--- config.mk ---
export PLATFORM = sky130hd
export DESIGN_NAME = distributor_stream
export DESIGN_NICKNAME = d
export VERILOG_FILES = /design/src/rtl/distributor_pkg.sv /design/src/rtl/distributor_lane_gen.sv /design/src/rtl/distributor_stream.sv
export SDC_FILE = /design/constraint.sdc
export NUM_CORES = 1
export LEC_CHECK = 0
export BUFFER_PORTS_ARGS = -buffer_cell sky130_fd_sc_hd__buf_4
export CORE_MARGIN = 1.5
export CORE_UTILIZATION = 50
export CTS_CLUSTER_DIAMETER = 100
export DETAILED_ROUTE_END_ITERATION = 10
export PLACE_DENSITY = 0.78
export SLEW_MARGIN = 5
export SYNTH_ARGS = -nofsm -noshare
export SYNTH_HDL_FRONTEND = slang
export SYNTH_HIERARCHICAL = 1
export SYNTH_SLANG_ARGS = --single-unit
--- constraint.sdc ---
create_clock -name clk -period 6.55 [get_ports clk]
set_clock_uncertainty 0.05 [all_clocks]
set_input_delay 1.965 -clock clk [delete_from_list [all_inputs] [get_ports clk]]
set_output_delay 1.965 -clock clk [all_outputs]
set_load 0.05 [all_outputs]
--- src/rtl/distributor_pkg.sv ---
// rtl/distributor_pkg.sv - shared types and raster reference helpers for distributor_stream
// Optional counters in the top are enabled by DISTRIBUTOR_FRAME_COUNT_EN.
package distributor_pkg;

  typedef enum logic {
    IDLE  = 1'b0,
    ISSUE = 1'b1
  } dist_state_t;

  localparam int DEF_PIXEL_DATA_WIDTH = 10;
  localparam int DEF_SCREEN_WIDTH     = 640;
  localparam int DEF_SCREEN_HEIGHT    = 480;
  localparam int DEF_NUM_ENGINES      = 12;
  localparam int FRAME_PIXELS         = DEF_SCREEN_WIDTH * DEF_SCREEN_HEIGHT;

  typedef struct packed {
    logic [31:0] x;
    logic [31:0] y;
  } pix_coord_t;

  // Raster position of a linear pixel index; reference only, never in the datapath.
  function automatic pix_coord_t pixel_coord(input int unsigned idx, input int unsigned width);
    pix_coord_t c;
    c.x = idx % width;
    c.y = idx / width;
    return c;
  endfunction

endpackage

--- src/rtl/distributor_lane_gen.sv ---
// rtl/distributor_lane_gen.sv - per-lane coordinate generation from the batch base (x0, y0)
module distributor_lane_gen
  import distributor_pkg::*;
#(
  parameter int PIXEL_DATA_WIDTH = 10,
  parameter int SCREEN_WIDTH     = 640,
  parameter int SCREEN_HEIGHT    = 480,
  parameter int LANE             = 0
) (
  input  logic [PIXEL_DATA_WIDTH-1:0] x0,
  input  logic [PIXEL_DATA_WIDTH-1:0] y0,
  output logic [PIXEL_DATA_WIDTH-1:0] x,
  output logic [PIXEL_DATA_WIDTH-1:0] y,
  output logic                        lane_valid
);

  localparam int PW = PIXEL_DATA_WIDTH;
  localparam logic [PW:0] W_EXT    = (PW+1)'(SCREEN_WIDTH);
  localparam logic [PW:0] H_EXT    = (PW+1)'(SCREEN_HEIGHT);
  localparam logic [PW:0] LANE_EXT = (PW+1)'(LANE);
  localparam logic [PW:0] ONE_EXT  = (PW+1)'(1);

  logic [PW:0] xs;
  logic [PW:0] xw;
  logic [PW:0] yw;

  // Lane offset never exceeds one line width, so one conditional wrap suffices.
  always_comb begin
    xs = {1'b0, x0} + LANE_EXT;
    if (xs >= W_EXT) begin
      xw = xs - W_EXT;
      yw = {1'b0, y0} + ONE_EXT;
    end else begin
      xw = xs;
      yw = {1'b0, y0};
    end
    lane_valid = (yw < H_EXT);
    x = lane_valid ? PW'(xw) : '0;
    y = lane_valid ? PW'(yw) : '0;
  end

endmodule

--- src/rtl/distributor_stream.sv ---
// rtl/distributor_stream.sv - raster batch distributor for an engine array, valid/ready output
// DISTRIBUTOR_FRAME_COUNT_EN adds frame_count and underflow_cycles outputs.
module distributor_stream
  import distributor_pkg::*;
#(
  parameter int PIXEL_DATA_WIDTH = 10,
  parameter int SCREEN_WIDTH     = 640,
  parameter int SCREEN_HEIGHT    = 480,
  parameter int NUM_ENGINES      = 12
) (
  input  logic                        clk,
  input  logic                        reset,
  input  logic                        start,
  input  logic                        continuous,
  input  logic                        out_ready,
  output logic                        out_valid,
  output logic [PIXEL_DATA_WIDTH-1:0] x [NUM_ENGINES],
  output logic [PIXEL_DATA_WIDTH-1:0] y [NUM_ENGINES],
  output logic [NUM_ENGINES-1:0]      lane_valid,
  output logic                        batch_last,
  output logic                        busy,
  output logic                        frame_done
`ifdef DISTRIBUTOR_FRAME_COUNT_EN
  ,
  output logic [15:0]                 frame_count,
  output logic [15:0]                 underflow_cycles
`endif
);

  localparam int PW = PIXEL_DATA_WIDTH;
  typedef logic [PW-1:0] coord_t;
  localparam logic [PW:0] W_EXT  = (PW+1)'(SCREEN_WIDTH);
  localparam logic [PW:0] N_EXT  = (PW+1)'(NUM_ENGINES);
  localparam coord_t      X_LAST = coord_t'(SCREEN_WIDTH - 1);
  localparam coord_t      Y_LAST = coord_t'(SCREEN_HEIGHT - 1);

  dist_state_t state_q, state_d;
  coord_t      x0_q, x0_d;
  coord_t      y0_q, y0_d;
  logic        out_valid_q, out_valid_d;
  logic        busy_q, busy_d;
  logic        frame_done_q, frame_done_d;
  logic [PW:0] nx;

  for (genvar g = 0; g < NUM_ENGINES; g++) begin : g_lane
    distributor_lane_gen #(
      .PIXEL_DATA_WIDTH(PIXEL_DATA_WIDTH),
      .SCREEN_WIDTH    (SCREEN_WIDTH),
      .SCREEN_HEIGHT   (SCREEN_HEIGHT),
      .LANE            (g)
    ) u_lane (
      .x0        (x0_q),
      .y0        (y0_q),
      .x         (x[g]),
      .y         (y[g]),
      .lane_valid(lane_valid[g])
    );
  end

  // Last lane invalid means it already ran past the final pixel.
  assign batch_last = !lane_valid[NUM_ENGINES-1] ||
                      (x[NUM_ENGINES-1] == X_LAST && y[NUM_ENGINES-1] == Y_LAST);

  always_comb begin
    nx           = {1'b0, x0_q} + N_EXT;
    state_d      = state_q;
    x0_d         = x0_q;
    y0_d         = y0_q;
    out_valid_d  = out_valid_q;
    busy_d       = busy_q;
    frame_done_d = 1'b0;
    case (state_q)
      IDLE: begin
        if (start) begin
          state_d     = ISSUE;
          out_valid_d = 1'b1;
          busy_d      = 1'b1;
          x0_d        = '0;
          y0_d        = '0;
        end
      end
      default: begin
        if (out_ready) begin
          if (batch_last) begin
            x0_d         = '0;
            y0_d         = '0;
            frame_done_d = 1'b1;
            if (!continuous) begin
              state_d     = IDLE;
              out_valid_d = 1'b0;
              busy_d      = 1'b0;
            end
          end else if (nx < W_EXT) begin
            x0_d = PW'(nx);
          end else begin
            x0_d = PW'(nx - W_EXT);
            y0_d = y0_q + coord_t'(1);
          end
        end
      end
    endcase
  end

  always_ff @(posedge clk or posedge reset) begin
    if (reset) begin
      state_q      <= IDLE;
      x0_q         <= '0;
      y0_q         <= '0;
      out_valid_q  <= 1'b0;
      busy_q       <= 1'b0;
      frame_done_q <= 1'b0;
    end else begin
      state_q      <= state_d;
      x0_q         <= x0_d;
      y0_q         <= y0_d;
      out_valid_q  <= out_valid_d;
      busy_q       <= busy_d;
      frame_done_q <= frame_done_d;
    end
  end

  assign out_valid  = out_valid_q;
  assign busy       = busy_q;
  assign frame_done = frame_done_q;

`ifdef DISTRIBUTOR_FRAME_COUNT_EN
  logic [15:0] frame_count_q, frame_count_d;
  logic [15:0] underflow_q, underflow_d;

  // Counter steps alongside the frame_done pulse, so both appear together.
  always_comb begin
    frame_count_d = frame_count_q + (frame_done_d ? 16'd1 : 16'd0);
    underflow_d   = underflow_q;
    if (state_q == IDLE && start) begin
      underflow_d = '0;
    end else if (state_q == ISSUE && !out_ready && underflow_q != 16'hFFFF) begin
      underflow_d = underflow_q + 16'd1;
    end
  end

  always_ff @(posedge clk or posedge reset) begin
    if (reset) begin
      frame_count_q <= '0;
      underflow_q   <= '0;
    end else begin
      frame_count_q <= frame_count_d;
      underflow_q   <= underflow_d;
    end
  end

  assign frame_count      = frame_count_q;
  assign underflow_cycles = underflow_q;
`endif

endmodule

== After elaboration in Yosys (flattened, before gate mapping) ==
Cells that the tools add are included.
Cells by class
  add/sub/neg operators: 27
  $mul: 0
  div/mod/pow operators: 0
  $lt $le $gt $ge: 25
  equality and inequality tests: 6
  shifts and indexed selects: 0
  muxes and demuxes: 70
  bitwise gates (word level): 0
  reductions and logical operators: 7
Operators by type and width (number)
  $mux 10: 45
  $lt 11x9->1 const B: 12
  $mux 11: 12
  $sub 10x10->10 const B: 13
  $ge 11x10->1 const B: 11
  $add 10x4->11 const B: 5
  $add 10x3->11 const B: 4
  $add 10x1->11 const B: 2
  $add 10x2->11 const B: 2
  $mux 1: 13
  $lt 11x10->1 const B: 1
  $add 10x1->10 const B: 1
  $eq 10x10->1 const B: 1
  $eq 10x9->1 const B: 1
  $ge 10x10->1 const B: 1
  $ne 2x2->1 const B: 3
  $reduce_and 4->1: 1
  $ne 3x3->1 const B: 1
  $reduce_and 3->1: 1
  $reduce_and 2->1: 1
  $reduce_bool 2->1: 1
  $logic_and 1x1->1: 1
  $logic_not 1->1: 1
  $logic_or 1x1->1: 1
Word-level totals
  bits in registers: 23
  bits in latches: 0
  RAM bits: 0
  ROM bits: 0
  bits of input ports: 5
  output and inout port bits: 256
  logic and storage cells: 140
  memories kept: 0

== Depth between registers and ports, before layout ==
Gate-level depths: netlist of run 1.
  depth after elaboration: 11
  depth in mapped cells: 21
  gate-level depth less buffers: 19

== Cells and area by module ==
The synthesis of run 1 kept the hierarchy.
Modules (own cells, without submodules)
  distributor_stream: instances 1, cells each 130, area an instance 1222.4 µm²
  distributor_lane_gen at g_lane[8].u_lane: instances 1, cells each 118, area an instance 1014.7 µm²
  distributor_lane_gen at g_lane[3].u_lane: instances 1, cells each 133, area an instance 960.9 µm²
  distributor_lane_gen at g_lane[9].u_lane: instances 1, cells each 109, area an instance 872.1 µm²
  distributor_lane_gen at g_lane[11].u_lane: instances 1, cells each 116, area an instance 862.1 µm²
  distributor_lane_gen at g_lane[2].u_lane: instances 1, cells each 127, area an instance 839.6 µm²
  distributor_lane_gen at g_lane[4].u_lane: instances 1, cells each 114, area an instance 833.3 µm²
  distributor_lane_gen at g_lane[6].u_lane: instances 1, cells each 122, area an instance 798.3 µm²
  distributor_lane_gen at g_lane[1].u_lane: instances 1, cells each 108, area an instance 795.8 µm²
  distributor_lane_gen at g_lane[7].u_lane: instances 1, cells each 109, area an instance 749.5 µm²
  distributor_lane_gen at g_lane[5].u_lane: instances 1, cells each 110, area an instance 745.7 µm²
  distributor_lane_gen at g_lane[10].u_lane: instances 1, cells each 110, area an instance 706.9 µm²
  distributor_lane_gen at g_lane[0].u_lane: instances 1, cells each 85, area an instance 666.9 µm²

== Worst setup path before layout of run 1 ==
No wires, ideal clock.
  kind: reg2out
  start: reg x0_q[5]
  end: out batch_last
  arrival: 6245 ps
  required time: 4535 ps
  path slack: -1710 ps
  cell stages (with the launch flop): 15
  path buffers: 1
  cell sequence: dfrtp_1 > and3_1 > buf_4 > nand3_1 > xor2_1 > ha_1 > o31ai_1 > a32oi_1 > o21a_2 > or3_4 > and2_1 > nor4_1 > nand4b_1 > or3_4 > o31ai_4
RTL lines
  from (decl): line distributor_stream.sv:38  | coord_t x0_q, x0_d;
  from (signal assigned): line distributor_stream.sv:107  | x0_q <= '0;
  from (signal assigned): line distributor_stream.sv:114  | x0_q <= x0_d;
  to (decl): line distributor_stream.sv:20  | output logic batch_last,

== Worst setup path after layout of run 1 ==
  start: reg x0_q[3]
  end: out batch_last
Between the ends
  longest elaborated chain between the ends: 8
  elaborated cells between the ends (all ways): 13
  classes of those cells: add/sub: 2; order compare: 2; eq/ne: 2; mux: 4; reduce/logical: 3
RTL lines
  $add 10x4->11 (*): line distributor_lane_gen.sv:29  | xs = {1'b0, x0} + LANE_EXT;
  $ge 11x10->1: line distributor_lane_gen.sv:30  | if (xs >= W_EXT) begin
  $mux 11: line distributor_lane_gen.sv:30
  $lt 11x9->1: line distributor_lane_gen.sv:37  | lane_valid = (yw < H_EXT);
  $mux 10 (on tied branches): line distributor_lane_gen.sv:38, distributor_lane_gen.sv:39
  $eq 10x10->1 or $eq 10x9->1 (tied branches): line distributor_stream.sv:62  | (x[NUM_ENGINES-1] == X_LAST && y[NUM_ENGINES-1] == Y_LAST);
  $logic_and 1x1->1: line distributor_stream.sv:62
  $logic_or 1x1->1 (*): line distributor_stream.sv:61  | assign batch_last = !lane_valid[NUM_ENGINES-1] ||
Every way passes the cells marked *; elsewhere a longest branch is shown, timed or not.

==> results of run 1 <==
-- cell type report --
type	count	area (um2)	area share (%)
flip-flops and latches	21	560.5	4.113
clock buffers	4	78.83	0.5784
inverters	69	259.0	1.900
multi-input cells	1414	10220	74.97
repair buffers	280	2163	15.87
well taps	280	350.3	2.570
-- metal layers --
metal  vias to the layer above  part of all wire [%]  track usage [%]
li1                       6035                     -                -
met1                      5766                    42            39.37
met2                       583                    46            48.01
met3                        64                   8.7            3.323
met4                         0                   2.5            7.933
met5                         -                     0                0
-- kinds of logic after synthesis --
group	synth area share, %
AOI/OAI and AO/OA	27.33
xor gates and xnor gates	14.62
adders and majority gates	5.087
buffers and inverters	8.060
DFF	4.748
muxes	2.758
other	0.4409
and+or+nand+nor	36.95
-- registers in the layout, summed over array words and instances, names as in the netlist --
signal and flops:
frame_done 1, x0_q 8, state_q 1, y0_q 10
busy 1
-- cell usage in the layout (no fill, tap or decap), types with 21 or more instances in the layout --
cell type / instances
and3_1: 38
nor2_1: 159
and2_1: 26
xor2_1: 78
a21oi_1: 31
nand2_1: 106
xnor2_1: 97
a221oi_2: 21
inv_1: 66
a211oi_1: 22
ha_1: 44
nor2b_1: 25
o21ai_0: 52
nand3_1: 75
buf_4: 273
nor3_1: 51
nor3_2: 47
nand4_1: 40
conb_1: 105
-- cells in the mapped netlist, types with 8 or more instances --
cell         n  area share, %
nand3b_1     8           0.54
clkbuf_1     9           0.31
or3_1       16           0.90
conb_1      13           0.44
mux2i_1     20            1.8
o21a_1       9           0.61
or2_2        9           0.51
o211ai_1    10           0.68
and2_1      26            1.5
a211oi_2    13            1.5
a221oi_2    21            2.8
o2111ai_1   11           0.87
nand2_1    106            3.6
xor2_1      79            6.3
nor2_1     159            5.4
a211oi_1    23            1.6
buf_6       22            2.2
nor4_1      14           0.79
and3_1      38            2.1
nor2b_1     25            1.4
inv_1       66            2.2
nor3_1      67            3.0
o22ai_1     10           0.57
nand4_1     40            2.3
a31oi_1     12           0.68
nand3_1     76            3.4
buf_2       19           0.86
dfrtp_1     21            4.7
a21oi_1     32            1.4
nand2b_1    15           0.85
o211a_1     12            1.1
ha_1        45            5.1
xnor2_1     97            7.7
o21ai_0     53            2.4
and4_1       9           0.71
buf_4       23            1.6
nor3b_1     18            1.2
nor3_2      39            3.5
-- metrics by stage --
stage                     worst slack (ps)  TNS [ps]
after floorplan                     -49.43    -49.43
after global placement               487.0         0
after detailed placement             346.4         0
after CTS                            60.06         0
after global routing                 41.12         0
final                                292.7         0
-- where the power goes --
group	switching (mW)	internal, mW
registers	0.0884	0.168
logic	3.00	1.31
clock network	0.0487	0.0831
total	3.14	1.56
-- worst paths after layout --
kind,to,cells past startpoint
worst max-delay path,batch_last,15
worst min-delay path,busy$_DFFE_PP0P_,2
worst max register to register,y0_q[3]$_DFFE_PP0P_,17
worst min register to register,busy$_DFFE_PP0P_,2
max in group asynchronous,x0_q[5]$_DFFE_PP0P_,2
min in group asynchronous,state_q$_DFF_PP0_,2
-- critical path: stages, from the launching register on --
cell and delay [ps]:
dfrtp_4 500, or2_2 330, nand3_2 100, xor2_2 220, ha_2 250, o31ai_1 90, a32oi_2 270, o21ai_2 220
a21oi_2 240, a41oi_4 110, buf_6 310, nor3_4 220, nand4b_1 110, or3_4 410, o31ai_4 320, buf_4 260
-- what timing repair did --
item / 4_1_cts / 5_1_grt
hold buffers: 0 / 0
endpoints found under the setup margin: 0 / 29
resized for setup: 0 / 7
setup buffers: 0 / 10
==> out/qor.yml, run 1 <==
cp-startpoint: "x0_q[3]$_DFFE_PP0P_"
die-area_um2: 23040
vias: 12450
synthFlopType: "dfrtp_1"
io_pins: 261
slew_viol_final: 5
port_buffers: 236
peakVddDrop_uv: 480.3
path_class: "register to output pin"
yosys_warnings: 6
instances_no_fill: 2068
synth-edff-count: 0
synth_cells: 1491
area_delta_synth_final_pct: 23.14
finalHoldViolCount: 0
rsz0062_at_grt: "no"
slew_headroom_pct: -8.562
worst_slew_pin_slew_ps: 1625
hpwl_mm: 25.15
hp-start: "busy$_DFFE_PP0P_"
route.detailed.drc: 0
r2r_setup_slack_ps: 2050
status: "finished, violations left"
die_w_um: 151.8
setup_viol: 0
fmax_mhz: 159.8
placed_area_um2: 13420
vias_per_cell: 6.019
core_area_um2: 21760
arrival_ps: 4240
place_congestion: 0.9406
antenna_left: 0
crit_path_max_fanout: 15
die_y_um: 151.8
clk_pin_slew_ps: 60
utilization_pct: 62.65
htreeDepth: 1
layout_min_cycle_time_ps: 6257
endpoint_kind: "output pin"
grt_overflow: 0
nets: 1839
diodes: 0
num-fill-cells: 1991
first_pass_iters: 5
violations: "max-slew violations"
start_kind: "register"
p_per_area_nw_per_um2: 344.3
place_inst: 2054
reg2reg_from: "x0_q[3]$_DFFE_PP0P_"
syn_area_per_cell_um2: 7.423
synth-seq-cells: 21
required_ps: 4530
clk_path_buf_depth: 2
cts_made_buffers: 3
first_global_vias: 10900
drv_cap: 0
grt_usage_pct: 28.91
routedWlPerCell_um: 17.09
timing.hold.ws_ps: 503.8
initial_core_util_pct: 50.87
grt_max_degree: 78
root_buffer: "clkbuf_16"
fin_crit_sh_pct: 95.53
wirelength_mm: 35.35
clock_sinks: 21
finalPower_mw: 4.692
syn_area_um2: 11070
async_flop_share_pct: 100.0
drtIter0Drc: 1036
antenna_found_initial: 0
synth_cell_types: 133
grt_pass1_wl_mm: 54.84
seq_area_frac_synth_pct: 4.748
final_cell_area_um2: 13630
cts_tree: "yes"
hold_path_class: "register to register"
final_layout_size_suffix_gt1_share_pct: 28.30
power.leakage_nw: 5.420
clk_latency_ps: 260
core.rowCount: 54
(Power assumes the default switching activity.)
==> run 2, diff against run 1 <==
--- a/config.mk
+++ b/config.mk
@@ -6,11 +6,12 @@
 export NUM_CORES = 1
 export LEC_CHECK = 0
 export BUFFER_PORTS_ARGS = -buffer_cell sky130_fd_sc_hd__buf_4
-export CORE_MARGIN = 1.5
-export CORE_UTILIZATION = 50
+export CELL_PAD_IN_SITES_DETAIL_PLACEMENT = 1
+export CELL_PAD_IN_SITES_GLOBAL_PLACEMENT = 2
+export CORE_UTILIZATION = 29
 export CTS_CLUSTER_DIAMETER = 100
 export DETAILED_ROUTE_END_ITERATION = 10
-export PLACE_DENSITY = 0.78
+export PLACE_DENSITY_LB_ADDON = 0.1
 export SLEW_MARGIN = 5
 export SYNTH_ARGS = -nofsm -noshare
 export SYNTH_HDL_FRONTEND = slang
==> out/qor.yml, run 2 (synthesis gave the netlist of run 1 again) <==
hold_end: "busy$_DFFE_PP0P_"
io_pins: 261
crit_path_max_fanout: 16
p_per_area_nw_per_um2: 345.3
finalPower_mw: 4.835
vias_per_cell: 5.358
grt_pass1_wl_mm: 70.60
vias: 12360
area_delta_synth_final_pct: 26.51
start_kind: "register"
grt_usage_pct: 22.39
rsz0062_at_grt: "yes"
utilization_pct: 37.26
status: "finished, violations left"
reg_top3: "y0_q: 10 flops, x0_q: 8 flops"
instances_no_fill: 2307
grt_overflow: 0
slew_headroom_pct: -13.47
final_common_cell: "buf_4"
die-area_um2: 38950
root_buffer: "clkbuf_16"
timing.hold.ws_ps: 504.7
slew_viol_final: 5
cts_hold_buf: 0
dr_wl_met3_mm: 1.507
hold_path_class: "register to register"
m1WireLength_mm: 21.42
route.detailed.drc: 0
fmax_mhz: 156.9
arrival_ps: 4360
initial_core_util_pct: 29.45
clock_sinks: 21
worst_slew_pin_slew_ps: 1698
port_buffers: 236
place_inst: 2294
reg2reg_from: "x0_q[4]$_DFFE_PP0P_"
r2r_end: "y0_q[3]$_DFFE_PP0P_"
htreeDepth: 1
layout_min_cycle_time_ps: 6374
place_congestion: 0.8710
core_area_um2: 37580
antenna_left: 0
r2r_setup_slack_ps: 1920
path_class: "register to output pin"
power.leakage_nw: 5.471
cts_tree: "yes"
finalHoldViolCount: 0
hold_depth: 2
diodes: 0
most-common-layout-cells: "282 x buf_4, 159 x nor2_1, 106 x nand2_1"
wirelength_mm: 44.88
antenna_found_initial: 0
clk_pin_slew_ps: 60
wl_met2_mm: 21.41
drv_cap: 0
drtIter0Drc: 559
first_pass_iters: 5
hp-start: "busy$_DFFE_PP0P_"
clk_path_buf_depth: 2
fin_crit_sh_pct: 97.31
final_layout_size_suffix_gt1_share_pct: 28.79
grt_max_degree: 65
endpoint_kind: "output pin"
nets: 1847
cts_made_buffers: 3
clk_latency_ps: 260
die_y_um: 197.4
peakVddDrop_uv: 436.8
final_cell_area_um2: 14000
placed_area_um2: 13820
die_w_um: 197.4
max_flop_register: "y0_q"
top_layer: "met4"
violations: "max-slew violations"
largest_register_ffs: 10
required_ps: 4530
first_global_vias: 12310
core.rowCount: 71
setup_viol: 0
hpwl_mm: 32.19
rr_worst_depth: 18
routedWlPerCell_um: 19.46
[run 2: final cells by class]
class | instances | area, um2
clock buffer | 3 | 75.07
clock inverter | 1 | 5.005
fill | 4705 | 23580
inverter | 69 | 259.0
multi-input combinational | 1414 | 10230
sequential | 21 | 560.5
tap | 511 | 639.4
timing repair buffer | 288 | 2237
[run 2: worst max-delay path, cell delays in order, from the launching register on]
cell      delay (ps)
dfrtp_4          430
buf_4            230
nand3_1          150
nor2_1           160
xnor2_1          190
ha_2             270
o31ai_1          100
a32oi_2          330
o21a_2           300
nor2_1           130
o2bb2a_4         300
buf_4            190
nor3_4           200
nand4b_1         120
or3_4            400
o31ai_4          350
buf_4            270
[run 2: stage by stage]
step | worst slack (ps) | TNS (ps)
2_1_floorplan | -49.43 | -49.43
3_3_place_gp | 498.5 | 0
3_5_place_dp | 412.3 | 0
4_1_cts | 114.2 | 0
5_1_grt | -59.71 | -59.71
6_report | 175.9 | 0
[run 2: metal layers]
layer | vias up | track usage (%)
met1 | 6050 | 30.91
met2 | 257 | 38.25
met4 | 0 | 3.646
met3 | 28 | 1.724
met5 | - | 0
li1 | 6027 | -
[run 2: worst max path at each step]
| stage | from | depth (start not counted) | to |
|---|---|---|---|
| after detailed placement | x0_q[4]$_DFFE_PP0P_ | 15 | batch_last |
| after floorplan | x0_q[3]$_DFFE_PP0P_ | 15 | batch_last |
| final | x0_q[4]$_DFFE_PP0P_ | 16 | batch_last |
| after global placement | x0_q[6]$_DFFE_PP0P_ | 14 | batch_last |
| after global routing | x0_q[4]$_DFFE_PP0P_ | 15 | batch_last |
| after CTS | x0_q[4]$_DFFE_PP0P_ | 15 | batch_last |
[run 2: timing repair]
| action | in CTS | in global routing |
|---|---|---|
| resized for setup | 0 | 4 |
| endpoints found under the hold margin | 0 | 0 |
| buffers inserted | 0 | 9 |
| endpoints found under the setup margin | 0 | 16 |
[run 2: power by group]
part / internal, mW / leakage, nW / switching (mW) / total [mW]
combinational: 1.33 / 5.19 / 3.14 / 4.48
sequential: 0.168 / 0.245 / 0.0538 / 0.221
clock: 0.0822 / 0.0409 / 0.0523 / 0.134
